File: src/rtl/bram_stream_dma_pkg.sv
// Shared definitions for the block-RAM stream sequencer.
// Holds the default address/data widths and the sequencer state encoding.
package bram_stream_dma_pkg;

   localparam int unsigned ADDR_W = 10;
   localparam int unsigned DATA_W = 32;

   typedef enum logic [1:0] {
      StIdle,
      StWr,
      StRd,
      StFin
   } state_e;

endpackage

File: src/rtl/bram_addr_gen.sv
// Wrapping word pointer plus remaining-word counter for one transfer.
// Ports:
//   clk, rst_n      clock, asynchronous active-low reset
//   load_i          capture base_i / saturated len_i
//   step_i          one beat done: ptr+1 (mod depth), remaining-1
//   base_i, len_i   start address and requested word count
//   ptr_o           current RAM address
//   last_o          exactly one word left
//   empty_o         no words left
module bram_addr_gen
   import bram_stream_dma_pkg::*;
#(
   parameter int unsigned AddrW = ADDR_W
) (
   input  logic             clk,
   input  logic             rst_n,
   input  logic             load_i,
   input  logic             step_i,
   input  logic [AddrW-1:0] base_i,
   input  logic [AddrW:0]   len_i,
   output logic [AddrW-1:0] ptr_o,
   output logic             last_o,
   output logic             empty_o
);

   localparam logic [AddrW:0] MaxLen = {1'b1, {AddrW{1'b0}}};

   logic [AddrW-1:0] ptr_q, ptr_d;
   logic [AddrW:0]   rem_q, rem_d;
   logic [AddrW:0]   len_sat;

   // Requests beyond the RAM depth are clipped to one full pass.
   assign len_sat = (len_i > MaxLen) ? MaxLen : len_i;

   always_comb begin
      ptr_d = ptr_q;
      rem_d = rem_q;
      if (load_i) begin
         ptr_d = base_i;
         rem_d = len_sat;
      end else if (step_i) begin
         ptr_d = ptr_q + AddrW'(1);
         rem_d = rem_q - (AddrW + 1)'(1);
      end
   end

   always_ff @(posedge clk or negedge rst_n) begin
      if (!rst_n) begin
         ptr_q <= '0;
         rem_q <= '0;
      end else begin
         ptr_q <= ptr_d;
         rem_q <= rem_d;
      end
   end

   assign ptr_o   = ptr_q;
   assign last_o  = (rem_q == (AddrW + 1)'(1));
   assign empty_o = (rem_q == '0);

endmodule

File: src/rtl/bram_stream_dma.sv
// Sequencer in front of a single-port block RAM with combinational read data.
// Write mode loads a valid/ready input stream into consecutive words; read mode streams a
// word range out over valid/ready. One transfer at a time.
// Ports:
//   clk, rst_n                       clock, asynchronous active-low reset
//   start_wr_i, start_rd_i           start pulses (write wins when both are high)
//   base_addr_i, length_i            first word and word count (saturates at depth)
//   s_valid_i, s_ready_o, s_data_i   input stream
//   m_valid_o, m_ready_i, m_data_o   output stream (registered)
//   busy_o, done_o                   transfer active / one-cycle completion pulse
//   bram_we_o, bram_addr_o, bram_din_o, bram_dout_i   RAM port
module bram_stream_dma
   import bram_stream_dma_pkg::*;
#(
   parameter int unsigned AddrW = ADDR_W,
   parameter int unsigned DataW = DATA_W
) (
   input  logic             clk,
   input  logic             rst_n,
   input  logic             start_wr_i,
   input  logic             start_rd_i,
   input  logic [AddrW-1:0] base_addr_i,
   input  logic [AddrW:0]   length_i,
   input  logic             s_valid_i,
   output logic             s_ready_o,
   input  logic [DataW-1:0] s_data_i,
   output logic             m_valid_o,
   input  logic             m_ready_i,
   output logic [DataW-1:0] m_data_o,
   output logic             busy_o,
   output logic             done_o,
   output logic             bram_we_o,
   output logic [AddrW-1:0] bram_addr_o,
   output logic [DataW-1:0] bram_din_o,
   input  logic [DataW-1:0] bram_dout_i
);

   state_e           state_q, state_d;
   logic             m_valid_q, m_valid_d;
   logic [DataW-1:0] m_data_q, m_data_d;
   logic             load, step, last, empty;

   bram_addr_gen #(
      .AddrW(AddrW)
   ) u_addr_gen (
      .clk    (clk),
      .rst_n  (rst_n),
      .load_i (load),
      .step_i (step),
      .base_i (base_addr_i),
      .len_i  (length_i),
      .ptr_o  (bram_addr_o),
      .last_o (last),
      .empty_o(empty)
   );

   always_comb begin
      state_d    = state_q;
      m_valid_d  = m_valid_q;
      m_data_d   = m_data_q;
      load       = 1'b0;
      step       = 1'b0;
      s_ready_o  = 1'b0;
      bram_we_o  = 1'b0;
      bram_din_o = '0;
      done_o     = 1'b0;
      unique case (state_q)
         StIdle: begin
            if (start_wr_i) begin
               load    = 1'b1;
               state_d = (length_i == '0) ? StFin : StWr;
            end else if (start_rd_i) begin
               load    = 1'b1;
               state_d = (length_i == '0) ? StFin : StRd;
            end
         end
         StWr: begin
            s_ready_o  = 1'b1;
            bram_we_o  = s_valid_i;
            bram_din_o = s_data_i;
            if (s_valid_i) begin
               step = 1'b1;
               if (last) state_d = StFin;
            end
         end
         StRd: begin
            // Output register refills whenever it is empty or being drained this cycle.
            if ((!m_valid_q || m_ready_i) && !empty) begin
               m_data_d  = bram_dout_i;
               m_valid_d = 1'b1;
               step      = 1'b1;
            end else if (m_valid_q && m_ready_i) begin
               // Final word accepted with nothing left to fetch.
               m_valid_d = 1'b0;
               state_d   = StFin;
            end
         end
         StFin: begin
            done_o  = 1'b1;
            state_d = StIdle;
         end
         default: state_d = StIdle;
      endcase
   end

   always_ff @(posedge clk or negedge rst_n) begin
      if (!rst_n) begin
         state_q   <= StIdle;
         m_valid_q <= 1'b0;
         m_data_q  <= '0;
      end else begin
         state_q   <= state_d;
         m_valid_q <= m_valid_d;
         m_data_q  <= m_data_d;
      end
   end

   assign busy_o    = (state_q != StIdle);
   assign m_valid_o = m_valid_q;
   assign m_data_o  = m_data_q;

endmodule

File: config.mk
export PLATFORM = sky130hd
export DESIGN_NAME = bram_stream_dma
export DESIGN_NICKNAME = d
export VERILOG_FILES = /design/src/rtl/bram_stream_dma_pkg.sv /design/src/rtl/bram_addr_gen.sv /design/src/rtl/bram_stream_dma.sv
export SDC_FILE = /design/constraint.sdc
export NUM_CORES = 1
export LEC_CHECK = 0
export ABC_AREA = 0
export CAP_MARGIN = 20
export CORE_MARGIN = 2
export CORE_UTILIZATION = 26
export CTS_BUF_LIST = sky130_fd_sc_hd__clkbuf_4
export DETAILED_ROUTE_END_ITERATION = 8
export PLACE_DENSITY_LB_ADDON = 0.12
export SLEW_MARGIN = 20
export SYNTH_ARGS = -nofsm -noshare
export SYNTH_HDL_FRONTEND = slang
export SYNTH_SLANG_ARGS = --single-unit
File: constraint.sdc
create_clock -name clk -period 5.65 [get_ports clk]
set_clock_uncertainty 0.1 [all_clocks]
set_input_delay 0.565 -clock clk [delete_from_list [all_inputs] [get_ports clk]]
set_output_delay 0.565 -clock clk [all_outputs]
set_load 0.1 [all_outputs]
==> impl_metrics.csv <==
group,metric,value,unit
status,outcome,"finished, final reports clean",
cts,cts_tree,"done",
timing,hold_viol_final,0,
floorplan,die_x,111.7,um
worst_setup_path,crit_path_end_kind,"primary output",
global_route,overflow,0,
routing,drc,0,
timing,slew_violations,0,
worst_setup_path,cp.required,4.99,ns
floorplan,core_region_area,0.01137,mm^2
timing,setup_viol,0,
floorplan,dieHeight,111.7,um
finish,drive_gt1_share,12.75,%
finish,multiInputGateArea,0.001533,mm^2
place,dp_hpwl,6537,um
synth,synth_compound_area_share,7.466,%
worst_setup_path,rr_endpoint,"u_addr_gen.rem_q[4]",
cts,cts_root_buf,"clkbuf_4",
hold_path,hold_class,"in2async",
cts,cts_sinks,56,
finish,syn_to_final_growth,63.71,%
finish,final_common_cell,"clkdlybuf4s50_1",
cts,cts_buffer_depth,2,
worst_setup_path,r2r_cells,7,
synth,yosys.area_share.simple,21.82,%
synth,synth_top_family_by_area,"simple AND/OR/NAND/NOR gates",
finish,final_nets,553,
cts,numCtsBuffers,5,
routing,drtIter0Drc,101,
routing,wl_per_cell,14.38,um
global_route,grt_pass1_wl,13810,um
global_route,grt_start_max_net_pins,57,
cts,cts_resized,0,
synth,synthMuxAreaShare,13.27,%
routing,wl,8601,um
synth,synth_area,0.003017,mm^2
finish,regArea,0.001401,mm^2
floorplan,start_util,26.53,%
synth,synth_cell_types,41,
worst_setup_path,r2r_slack,2.96,ns
finish,antenna_cells,0,
synth,seq_area_frac_synth,46.45,%
global_route,first_global_vias,2762,
worst_setup_path,r2r-start,"state_q[1]",
synth,yosys_register_bits,56,
timing,finalCriticalPeriod,3.827,ns
worst_setup_path,cp-start-kind,"register",
finish,fillers,1148,
cts,clk_latency,0.40,ns
worst_setup_path,crit_arrival,3.16,ns
cts,cts_setup_buffers,0,
floorplan,pin_count,170,
global_route,grtUsageTotal,13.67,%
timing,relSlewSlack,33.00,%
routing,drtAntennaViolNets,0,
routing,num_vias,2747,
synth,synth_edf_count,0,
timing,rsz0062_at_grt,"false",
floorplan,fp.dieArea,0.01248,mm^2
synth,syn-num-nets,385,
timing,tns,0,ns
cts,ctsHoldBuffers,0,
synth,ys_warn_count,0,
synth,async_reset_ff_share,100.0,%
timing,fin_crit_sh,67.73,%
timing,max_freq,261.3,MHz
place,port_buffers,169,
run,drv_cap,0,
synth,synthXorXnorAreaFrac,4.645,%
floorplan,fp-row-count,39,
cts,h-tree-depth,2,
finish,layout_common_cells,"clkdlybuf4s50_1 (168), dfrtp_1 (56), and2_1 (34)",
worst_setup_path,path_class,"reg2out",
synth,synthFlopType,"dfrtp_1",
worst_setup_path,path_max_fanout,36,
timing,worst_slew_pin_slew,1.002,ns
global_route,antenna_found_initial,0,
cts,cts.clk_slew.worst_paths,0.18,ns
synth,synthAdderAreaFrac,3.318,%
synth,avgSynthCellArea,10.55,um^2
routing,viasPerCell,4.594,
synth,syn_inst,286,
routing,dr.pass1.iters,4,
place,place_congestion,0.7868,
layer usage:
metal | GRT usage (%) | share of wire (%) | wire length, um | vias to the layer above
li1 | - | - | - | 1326
met1 | 17.91 | 44 | 3826 | 1278
met2 | 21.09 | 44 | 3819 | 134
met3 | 5.063 | 9.4 | 807 | 9
met4 | 4.198 | 1.7 | 147 | 0
met5 | 0 | 0 | 0 | -
cell type report:
class,count,share of cell area [%]
sequential,56,28.38
timing repair buffer,173,35.17
inverter,7,0.5320
clock buffer,5,0.7601
clock inverter,3,0.5067
multi-input combinational,211,31.04
tap,143,3.623
how the worst max path moves through the flow:
stage               start                  end  slack [ns]  cells after the start
3_3_place_gp   state_q[1]            bram_we_o        2.33                      4
3_5_place_dp   state_q[1]            bram_we_o        2.21                      4
6_report       state_q[1]            bram_we_o        1.82                      4
4_1_cts        state_q[1]            bram_we_o        1.72                      4
5_1_grt        state_q[1]            bram_we_o        1.56                      4
2_1_floorplan  state_q[1]  u_addr_gen.rem_q[3]        2.24                      8
synthesized netlist by cell type (all sizes together) (3+ instances only):
cell     n  area, um^2
o21ai   16       80.07
nand3   21       120.1
or4      3       26.27
dfrtp   56        1401
and2    34       212.7
nor2    10       37.54
and3     3       18.77
inv      7       26.28
a31oi    3       18.77
clkbuf   7       26.28
xor2     9       78.83
nand2   24       106.4
nor4     4       31.28
mux2    32       360.4
a21oi    9       45.04
nor3     6       30.03
mux2i    4       40.04
or3      3       18.77
buf      5       38.78
xnor2    7       61.31
ha       8       100.1
worst max-delay path, stage by stage, from the launching register on:
cell	delay [ns]
dfrtp_1	0.44
inv_1	0.10
ha_1	0.73
and2_1	0.33
clkdlybuf4s50_1	1.17
sequential cells by signal, indices dropped and copies added (netlist names):
register          cells
m_data_o             32
u_addr_gen.rem_q     11
u_addr_gen.ptr_o     10
state_q               2
m_valid_o             1
metrics by stage:
stage	setup slack [ns]	instances	hold slack (ns)	util [%]	instance area (um^2)
2_1_floorplan	2.237	286	0.1694	-	3017
3_3_place_gp	2.333	589	0.3868	42.64	4848
3_5_place_dp	2.214	590	0.3919	42.89	4876
4_1_cts	1.723	598	0.1924	43.44	4938
5_1_grt	1.558	598	0.2256	43.44	4938
6_report	1.823	598	0.1673	43.44	4938
kinds of logic (layout without fill, tap and decap cells):
logic type / after synthesis / after routing
AO/OA/AOI/OAI: 36 / 36
XOR/XNOR: 16 / 16
adder cells (fa/ha/maj): 8 / 8
buffers and inverters: 19 / 188
flip-flops: 56 / 56
multiplexers: 36 / 36
AND/OR/NAND/NOR: 115 / 115
Power is not shown: default switching activity piles up to over one toggle a cycle in this logic, so the estimate is an artifact.
